`src/rtl/alu_mux_pkg.sv`:
```
// Shared types and constants for the ALU result pipeline mux and its skid buffer.
package alu_mux_pkg;

   typedef enum logic [1:0] {
      EMPTY = 2'd0,
      BUSY  = 2'd1,
      FULL  = 2'd2
   } skid_state_t;

   localparam int FLAG_NEG  = 1;
   localparam int FLAG_ZERO = 0;
   localparam int MAX_M     = 16;

endpackage

```
`src/rtl/alu_skid_buf.sv`:
```
// Generic two-entry skid buffer: main register drives the outputs, skid register
// absorbs one beat of backpressure so in_ready depends only on registered state.
module alu_skid_buf
   import alu_mux_pkg::*;
#(
   parameter int W = 8
) (
   input  logic         clk,
   input  logic         rst_n,
   input  logic [W-1:0] in_data,
   input  logic         in_valid,
   output logic         in_ready,
   output logic [W-1:0] out_data,
   output logic         out_valid,
   input  logic         out_ready
);

   skid_state_t  state, state_nxt;
   logic [W-1:0] main_q, skid_q;
   logic         acc, load_main, load_skid, main_from_skid;

   always_comb begin
      state_nxt      = state;
      load_main      = 1'b0;
      load_skid      = 1'b0;
      main_from_skid = 1'b0;
      acc            = in_valid && (state != FULL);
      case (state)
         EMPTY: if (acc) begin
            load_main = 1'b1;
            state_nxt = BUSY;
         end
         BUSY: begin
            if (acc && out_ready) load_main = 1'b1;
            else if (acc) begin
               load_skid = 1'b1;
               state_nxt = FULL;
            end else if (out_ready) state_nxt = EMPTY;
         end
         FULL: if (out_ready) begin
            main_from_skid = 1'b1;
            state_nxt      = BUSY;
         end
         default: state_nxt = EMPTY;
      endcase
   end

   always_ff @(posedge clk or negedge rst_n) begin
      if (!rst_n) begin
         state  <= EMPTY;
         main_q <= '0;
         skid_q <= '0;
      end else begin
         state <= state_nxt;
         if (load_main)           main_q <= in_data;
         else if (main_from_skid) main_q <= skid_q;
         if (load_skid)           skid_q <= in_data;
      end
   end

   // Ready/valid are pure state decodes: no combinational out_ready -> in_ready path.
   assign in_ready  = (state != FULL);
   assign out_valid = (state != EMPTY);
   assign out_data  = main_q;

endmodule

```
`src/rtl/alu_result_pipe_mux.sv`:
```
// Selects one of M ALU results per beat and registers it through a skid buffer.
// Optional ALU_FLAGS_EN adds registered {neg, zero} flags carried with each beat.
module alu_result_pipe_mux
   import alu_mux_pkg::*;
#(
   parameter int N     = 32,
   parameter int M     = 8,
   parameter int SEL_W = $clog2(M)
) (
   input  logic                clk,
   input  logic                rst_n,
   input  logic [M-1:0][N-1:0] results,
   input  logic [SEL_W-1:0]    control,
   input  logic                in_valid,
   output logic                in_ready,
   output logic [N-1:0]        out,
   output logic [SEL_W-1:0]    out_sel,
   output logic                out_err,
   output logic                out_valid,
   input  logic                out_ready,
   input  logic                err_clr,
   output logic                sticky_err
`ifdef ALU_FLAGS_EN
   ,
   output logic [1:0]          flags
`endif
);

`ifdef ALU_FLAGS_EN
   localparam int PW = N + SEL_W + 3;
`else
   localparam int PW = N + SEL_W + 1;
`endif

   logic [N-1:0]  sel_data;
   logic          in_range;
   logic [PW-1:0] pay_in, pay_out;

   // Out-of-range controls match no index, leaving data zero and in_range low.
   always_comb begin
      sel_data = '0;
      in_range = 1'b0;
      for (int k = 0; k < M; k++) begin
         if (control == SEL_W'(k)) begin
            sel_data = results[k];
            in_range = 1'b1;
         end
      end
   end

`ifdef ALU_FLAGS_EN
   logic [1:0] flg_in;
   always_comb begin
      flg_in            = '0;
      flg_in[FLAG_NEG]  = sel_data[N-1];
      flg_in[FLAG_ZERO] = (sel_data == '0);
   end
   assign pay_in = {flg_in, ~in_range, control, sel_data};
   assign flags  = pay_out[N+SEL_W+2:N+SEL_W+1];
`else
   assign pay_in = {~in_range, control, sel_data};
`endif

   alu_skid_buf #(.W(PW)) u_skid (
      .clk       (clk),
      .rst_n     (rst_n),
      .in_data   (pay_in),
      .in_valid  (in_valid),
      .in_ready  (in_ready),
      .out_data  (pay_out),
      .out_valid (out_valid),
      .out_ready (out_ready)
   );

   assign out     = pay_out[N-1:0];
   assign out_sel = pay_out[N+SEL_W-1:N];
   assign out_err = pay_out[N+SEL_W];

   // Set has priority over clear so a coincident bad beat is never lost.
   always_ff @(posedge clk or negedge rst_n) begin
      if (!rst_n)                              sticky_err <= 1'b0;
      else if (in_valid && in_ready && !in_range) sticky_err <= 1'b1;
      else if (err_clr)                        sticky_err <= 1'b0;
   end

endmodule

```
`config.mk`:
```
export PLATFORM = sky130hd
export DESIGN_NAME = alu_result_pipe_mux
export DESIGN_NICKNAME = d
export VERILOG_FILES = /design/src/rtl/alu_mux_pkg.sv /design/src/rtl/alu_skid_buf.sv /design/src/rtl/alu_result_pipe_mux.sv
export SDC_FILE = /design/constraint.sdc
export NUM_CORES = 1
export LEC_CHECK = 0
export BUFFER_PORTS_ARGS = -buffer_cell sky130_fd_sc_hd__buf_2
export CAP_MARGIN = 20
export CORE_AREA = 2 2 119 121
export CTS_CLUSTER_DIAMETER = 40
export DETAILED_ROUTE_END_ITERATION = 6
export DIE_AREA = 0 0 121 123
export PLACE_DENSITY = 0.75
export SKIP_LAST_GASP = 1
export SLEW_MARGIN = 15
export SYNTH_ARGS = -nofsm -noshare
export SYNTH_HDL_FRONTEND = slang
export SYNTH_SLANG_ARGS = --single-unit
export TNS_END_PERCENT = 10
```
`constraint.sdc`:
```
create_clock -name clk -period 3.1 [get_ports clk]
set_input_delay 0.155 -clock clk [delete_from_list [all_inputs] [get_ports clk]]
set_output_delay 0.155 -clock clk [all_outputs]
set_load 0.005 [all_outputs]
```
Word-level counts from Yosys, hierarchy flattened
Index checks and enable logic that the tools add are counted.
{ "op_classes": {"bitwise_logic": 1, "reduce_logical": 10, "eq_ne": 14, "muxes": 33} }
{ "ops": {"columns": ["operator", "count"], "rows": [
  ["32-bit two-way mux", 8],
  ["36-bit two-way mux", 2],
  ["1-bit two-way mux", 16],
  ["3-bit equality test, second input constant", 4],
  ["2-bit two-way mux", 5],
  ["3-bit by 2-bit equality test with 1-bit output, second input constant", 2],
  ["2-bit != test, second input constant", 3],
  ["2-bit one-hot mux with 3 select lines", 1],
  ["2-bit nonzero test", 3],
  ["4-bit AND reduction", 1],
  ["3-bit by 1-bit equality test with 1-bit output, second input constant", 1],
  ["1-bit logical AND", 3],
  ["3-bit zero test", 1],
  ["3-bit by 2-bit != test with 1-bit output, second input constant", 1],
  ["2-bit by 1-bit equality test with 1-bit output, second input constant", 1],
  ["2-bit equality test, second input constant", 1],
  ["2-bit zero test", 1],
  ["2-bit by 1-bit != test with 1-bit output, second input constant", 1],
  ["1-bit one-hot mux with 2 select lines", 1],
  ["1-bit zero test", 1],
  ["1-bit inverter", 1]
]} }
{ "totals": {"out_inout_bits": 39, "input_bits": 264, "word_cells": 62, "ff_bits": 75} }

Logic depth before layout (Yosys ltp)
{ "logic_depth": {"depth_word": 12, "depth_mapped": 9, "depth_no_buf": 5} }

Modules after synthesis
Synthesis repeated with hierarchy kept, for this count alone.
{ "unflattened": {"cells_unflattened": 721, "area_unflattened_um2": 7104.3} }
{ "by_module_without_submodules": {"columns": ["module", "seq_area_each_um2", "cells_per_inst", "n_inst", "area_each_um2"], "rows": [
  ["alu_skid_buf", 1851.8, 341, 1, 4448.0],
  ["alu_result_pipe_mux", 25.0, 380, 1, 2656.3]
]} }

Worst setup path after synthesis
No wires, ideal clock.
{ "synth_path": {"path_type": "register -> register", "from": "register u_skid.state[1]", "to": "register u_skid.main_q[10] (netlist: u_skid.out_data[10])", "t_required_ns": 2.965, "synth_period_minus_slack_ns": 1.507, "t_arrival_ns": 1.371, "n_path_buf": 2, "setup_slack_ns": 1.593, "stages_incl_launch_ff": 7, "setup_ns": 0.135, "cell_sequence": "dfrtp_1 -> nand3b_1 -> buf_2 -> buf_2 -> mux2_2 -> nand2_1 -> o21ai_0"} }
{ "synth_between": {"elab_chain_cells": 6, "elab_cells_between_ends": 12, "classes_between": "eq/ne (3); mux (5); reduce/logical (4)"} }
{ "synth_lines": {"columns": ["element", "line_no", "text"], "rows": [
  ["from (decl)", "alu_skid_buf.sv:18", "skid_state_t state, state_nxt;"],
  ["from (signal assigned)", "alu_skid_buf.sv:54", "state <= state_nxt;"],
  ["2-bit != test", "alu_skid_buf.sv:27", "acc = in_valid && (state != FULL);"],
  ["1-bit logical AND", "alu_skid_buf.sv:27", null],
  ["1-bit logical AND", "alu_skid_buf.sv:34", "if (acc && out_ready) load_main = 1'b1;"],
  ["1-bit two-way mux", "alu_skid_buf.sv:34", null],
  ["1-bit one-hot mux with 2 select lines", "alu_skid_buf.sv:28", "case (state)"],
  ["36-bit two-way mux or 2-bit nonzero test (tied branches)", null, null],
  ["to (signal assigned)", "alu_skid_buf.sv:55", "if (load_main) main_q <= in_data;"],
  ["to (signal assigned)", "alu_skid_buf.sv:56", "else if (main_from_skid) main_q <= skid_q;"],
  ["to (decl)", "alu_skid_buf.sv:19", "logic [W-1:0] main_q, skid_q;"]
]} }
Several ways; a longest one is shown, not always the timed one.
A chain may end at the register's enable or synchronous reset.

Worst setup path after layout
{ "layout_path": {"from": "register u_skid.state[1]", "to": "register u_skid.main_q[17] (netlist: u_skid.out_data[17])"} }
The elaborated chain is that of the path after synthesis.

==> impl_metrics.env <==
export IMPL_r2r_start="u_skid.state[1]"
export IMPL_nFillCells=1288
export IMPL_die_w_um=121
export IMPL_layout_min_cycle_time_ps=1960
export IMPL_async_reset_ff_share_pct=100
export IMPL_intPower_w=0.00264
export IMPL_finalSetupViolCount=0
export IMPL_drt_pass1_iter_count=5
export IMPL_min_path_type="in -> async"
export IMPL_grt_max_degree=76
export IMPL_antenna_found_initial=2
export IMPL_synthesis_nets=853
export IMPL_crit_end="u_skid.out_data[17]"
export IMPL_p_per_area_nw_per_um2=517
export IMPL_ant_nets=0
export IMPL_reg2reg_slack_ps=1140
export IMPL_clockPowerShare_pct=28.9
export IMPL_switching_share_pct=31.7
export IMPL_yosysWarnings=0
export IMPL_dp_cells=1030
export IMPL_clock_latency_ps=340
export IMPL_grt_setup_unrepaired="false"
export IMPL_drt_iter0_drc=406
export IMPL_critPathKind="reg -> reg"
export IMPL_rr_worst_depth=5
export IMPL_syn_inst=589
export IMPL_clock_path_buffers=2
export IMPL_grt_pass1_vias=5514
export IMPL_num_vias=5876
export IMPL_root_buffer="clkbuf_16"
export IMPL_setup_tns_final_ps=0
export IMPL_hold_violations=23
export IMPL_syn_to_final_growth_pct=33.2
export IMPL_die_h_um=123
export IMPL_track_usage_pct=26.4
export IMPL_drive_above_1_share_pct=46.7
export IMPL_max_freq_mhz=510
export IMPL_cp_start_kind="register"
export IMPL_path_common_cell="buf_4"
export IMPL_clk_pin_slew_ps=60
export IMPL_power_frac_seq_pct=38.5
export IMPL_cts_sinks=75
export IMPL_slew_headroom_pct=35.3
export IMPL_cp_slowest_cell="nand2_2"
export IMPL_fin_skew_ps=7.30
export IMPL_place_gp_congestion=0.895
export IMPL_synthFlopType="dfrtp_1"
export IMPL_placed_area_um2=7160
export IMPL_fin_cells=1049
export IMPL_ys_ff_latch=75
export IMPL_r2r_end="u_skid.out_data[17]"
export IMPL_p_comb_share_pct=32.6
export IMPL_crit_path_max_fanout=41
export IMPL_crit_arrival_ps=2190
export IMPL_hold_ws_ps=-22.0
export IMPL_post_route_period_util_pct=63.2
export IMPL_violations="negative hold slack"
export IMPL_port_buffers=302
export IMPL_layout_common_cells="300 x buf_2, 90 x nand2_1, 75 x dfrtp_1, 60 x o21ai_0, 44 x mux2_2"
export IMPL_cts_tree="done"
export IMPL_netlist_area_um2=5620
export IMPL_viasPerCell=5.60
export IMPL_power_leakage_nw=3.74
export IMPL_max_stage_delay_ps=450
export IMPL_start_util_pct=41.3
export IMPL_grt_pass1_wl_mm=29.9
export IMPL_pin_count=303
export IMPL_crit_required_ps=3330
export IMPL_power_switching_w=0.00123
export IMPL_status="finished, violations left"
export IMPL_numCtsBuffers=9
export IMPL_critPathLaunch="u_skid.state[1]"
export IMPL_synth_edf_count=0
export IMPL_final_common_cell="buf_2"
export IMPL_fp_row_count=43
export IMPL_grt_overflow_total=0
export IMPL_core_area_um2=13600
export IMPL_dp_hpwl_mm=15.5
export IMPL_ys_types=43
export IMPL_cts_max_level=3
export IMPL_drv_slew=0
export IMPL_power_w=0.00387
export IMPL_finalNetCount=1126
export IMPL_cp_cell_sequence="nor2b_1 -> buf_4 -> nand2_2 -> buf_4 -> o21ai_0"
export IMPL_drc=0
export IMPL_wire_per_inst_um=19.1
export IMPL_yosysSeqAreaShare_pct=33.4
export IMPL_die_area_um2=14900
export IMPL_fin_util_pct=55.0
export IMPL_syn_avg_cell_area_um2=9.54
export IMPL_vdd_drop_max_v=0.000280
export IMPL_cp_end_kind="register"
export IMPL_stdcell_area_um2=7490
export IMPL_totalWireLength_mm=20.1
export IMPL_maxCapViolations=0
export IMPL_worstMarginPinSlew_ps=970
[cells by family after synthesis]
logic type	Yosys count	share of synthesized area, %
simple gates	144	11.2
buf+inv	60	6.50
mux	113	25.9
compound gates	197	23.1
flops	75	33.4
[power by group through the flow]
stage	sequential, W	clock (W)	combinational (W)
5_1_grt	0.00153	0.00119	0.00140
2_1_floorplan	0.00146	0	0.000743
4_1_cts	0.00149	0.00114	0.00127
3_5_place_dp	0.00151	0	0.00127
3_3_place_gp	0.00149	0	0.00125
6_report	0.00149	0.00112	0.00126
[worst min path at each step]
stage,start,to,slack [ps],cells after the start
5_1_grt,rst_n,sticky_err,70,1
4_1_cts,rst_n,sticky_err,20,1
3_5_place_dp,err_clr,sticky_err,320,2
6_report,rst_n,sticky_err,-20,1
2_1_floorplan,rst_n,sticky_err,-140,0
3_3_place_gp,err_clr,sticky_err,310,2
[synth_stat cells, drive strengths merged, types with 5 or more instances]
| cell | number | area [um^2] |
|---|---|---|
| nor2 | 18 | 67.6 |
| a22oi | 28 | 215 |
| buf | 35 | 272 |
| nor2b | 10 | 62.6 |
| o2111ai | 6 | 52.6 |
| o311a | 7 | 70.1 |
| o221ai | 10 | 87.6 |
| dfrtp | 75 | 1880 |
| mux4 | 17 | 394 |
| a21oi | 19 | 95.1 |
| mux2i | 42 | 420 |
| clkbuf | 21 | 78.8 |
| a221o | 13 | 130 |
| o211ai | 5 | 37.5 |
| mux2 | 54 | 642 |
| o22ai | 11 | 68.8 |
| o21ai | 80 | 400 |
| nand2 | 92 | 345 |
| o31ai | 6 | 45.0 |
| nand2b | 10 | 62.6 |
[metrics by stage]
step,setup WS (ps),hold WS (ps)
2_1_floorplan,1590,-141
3_3_place_gp,965,309
3_5_place_dp,920,318
4_1_cts,1130,20.3
5_1_grt,1010,65.4
6_report,1140,-22.0
[sequential cells by signal, summed over array words and instances, names as in the netlist]
signal / cells
u_skid.out_data: 36
u_skid.skid_q: 36
u_skid.state: 2
sticky_err: 1
[per-layer routing]
| layer | part of all wire (%) | global-route usage (%) |
|---|---|---|
| met5 | 0 | 0 |
| met4 | 1.7 | 6.69 |
| met3 | 6.7 | 4.01 |
| met2 | 48 | 43.6 |
| met1 | 44 | 36.4 |
[critical path, delay by kind of cell (launching register included)]
kind                   cells  cell delay (ps)
AOI/OAI and AO/OA          1              230
buffers and inverters      2              610
DFF                        1              430
and+or+nand+nor            2              580
[area by class of cell]
class	instances	area [um^2]	area share [%]
clock buffer	9	225	3.01
inverter	4	15.0	0.201
tap	180	225	3.01
antenna	2	5.00	0.0668
clock inverter	7	92.6	1.24
multi-input combinational	454	3380	45.2
timing repair buffer	318	1660	22.2
sequential	75	1880	25.1
[timing repair]
| item | CTS | global route |
|---|---|---|
| setup buffers | 0 | 0 |
| gates resized for setup | 0 | 0 |
| hold buffers | 1 | 0 |
| hold endpoints to repair | 1 | 0 |
(Power assumes the default switching activity.)
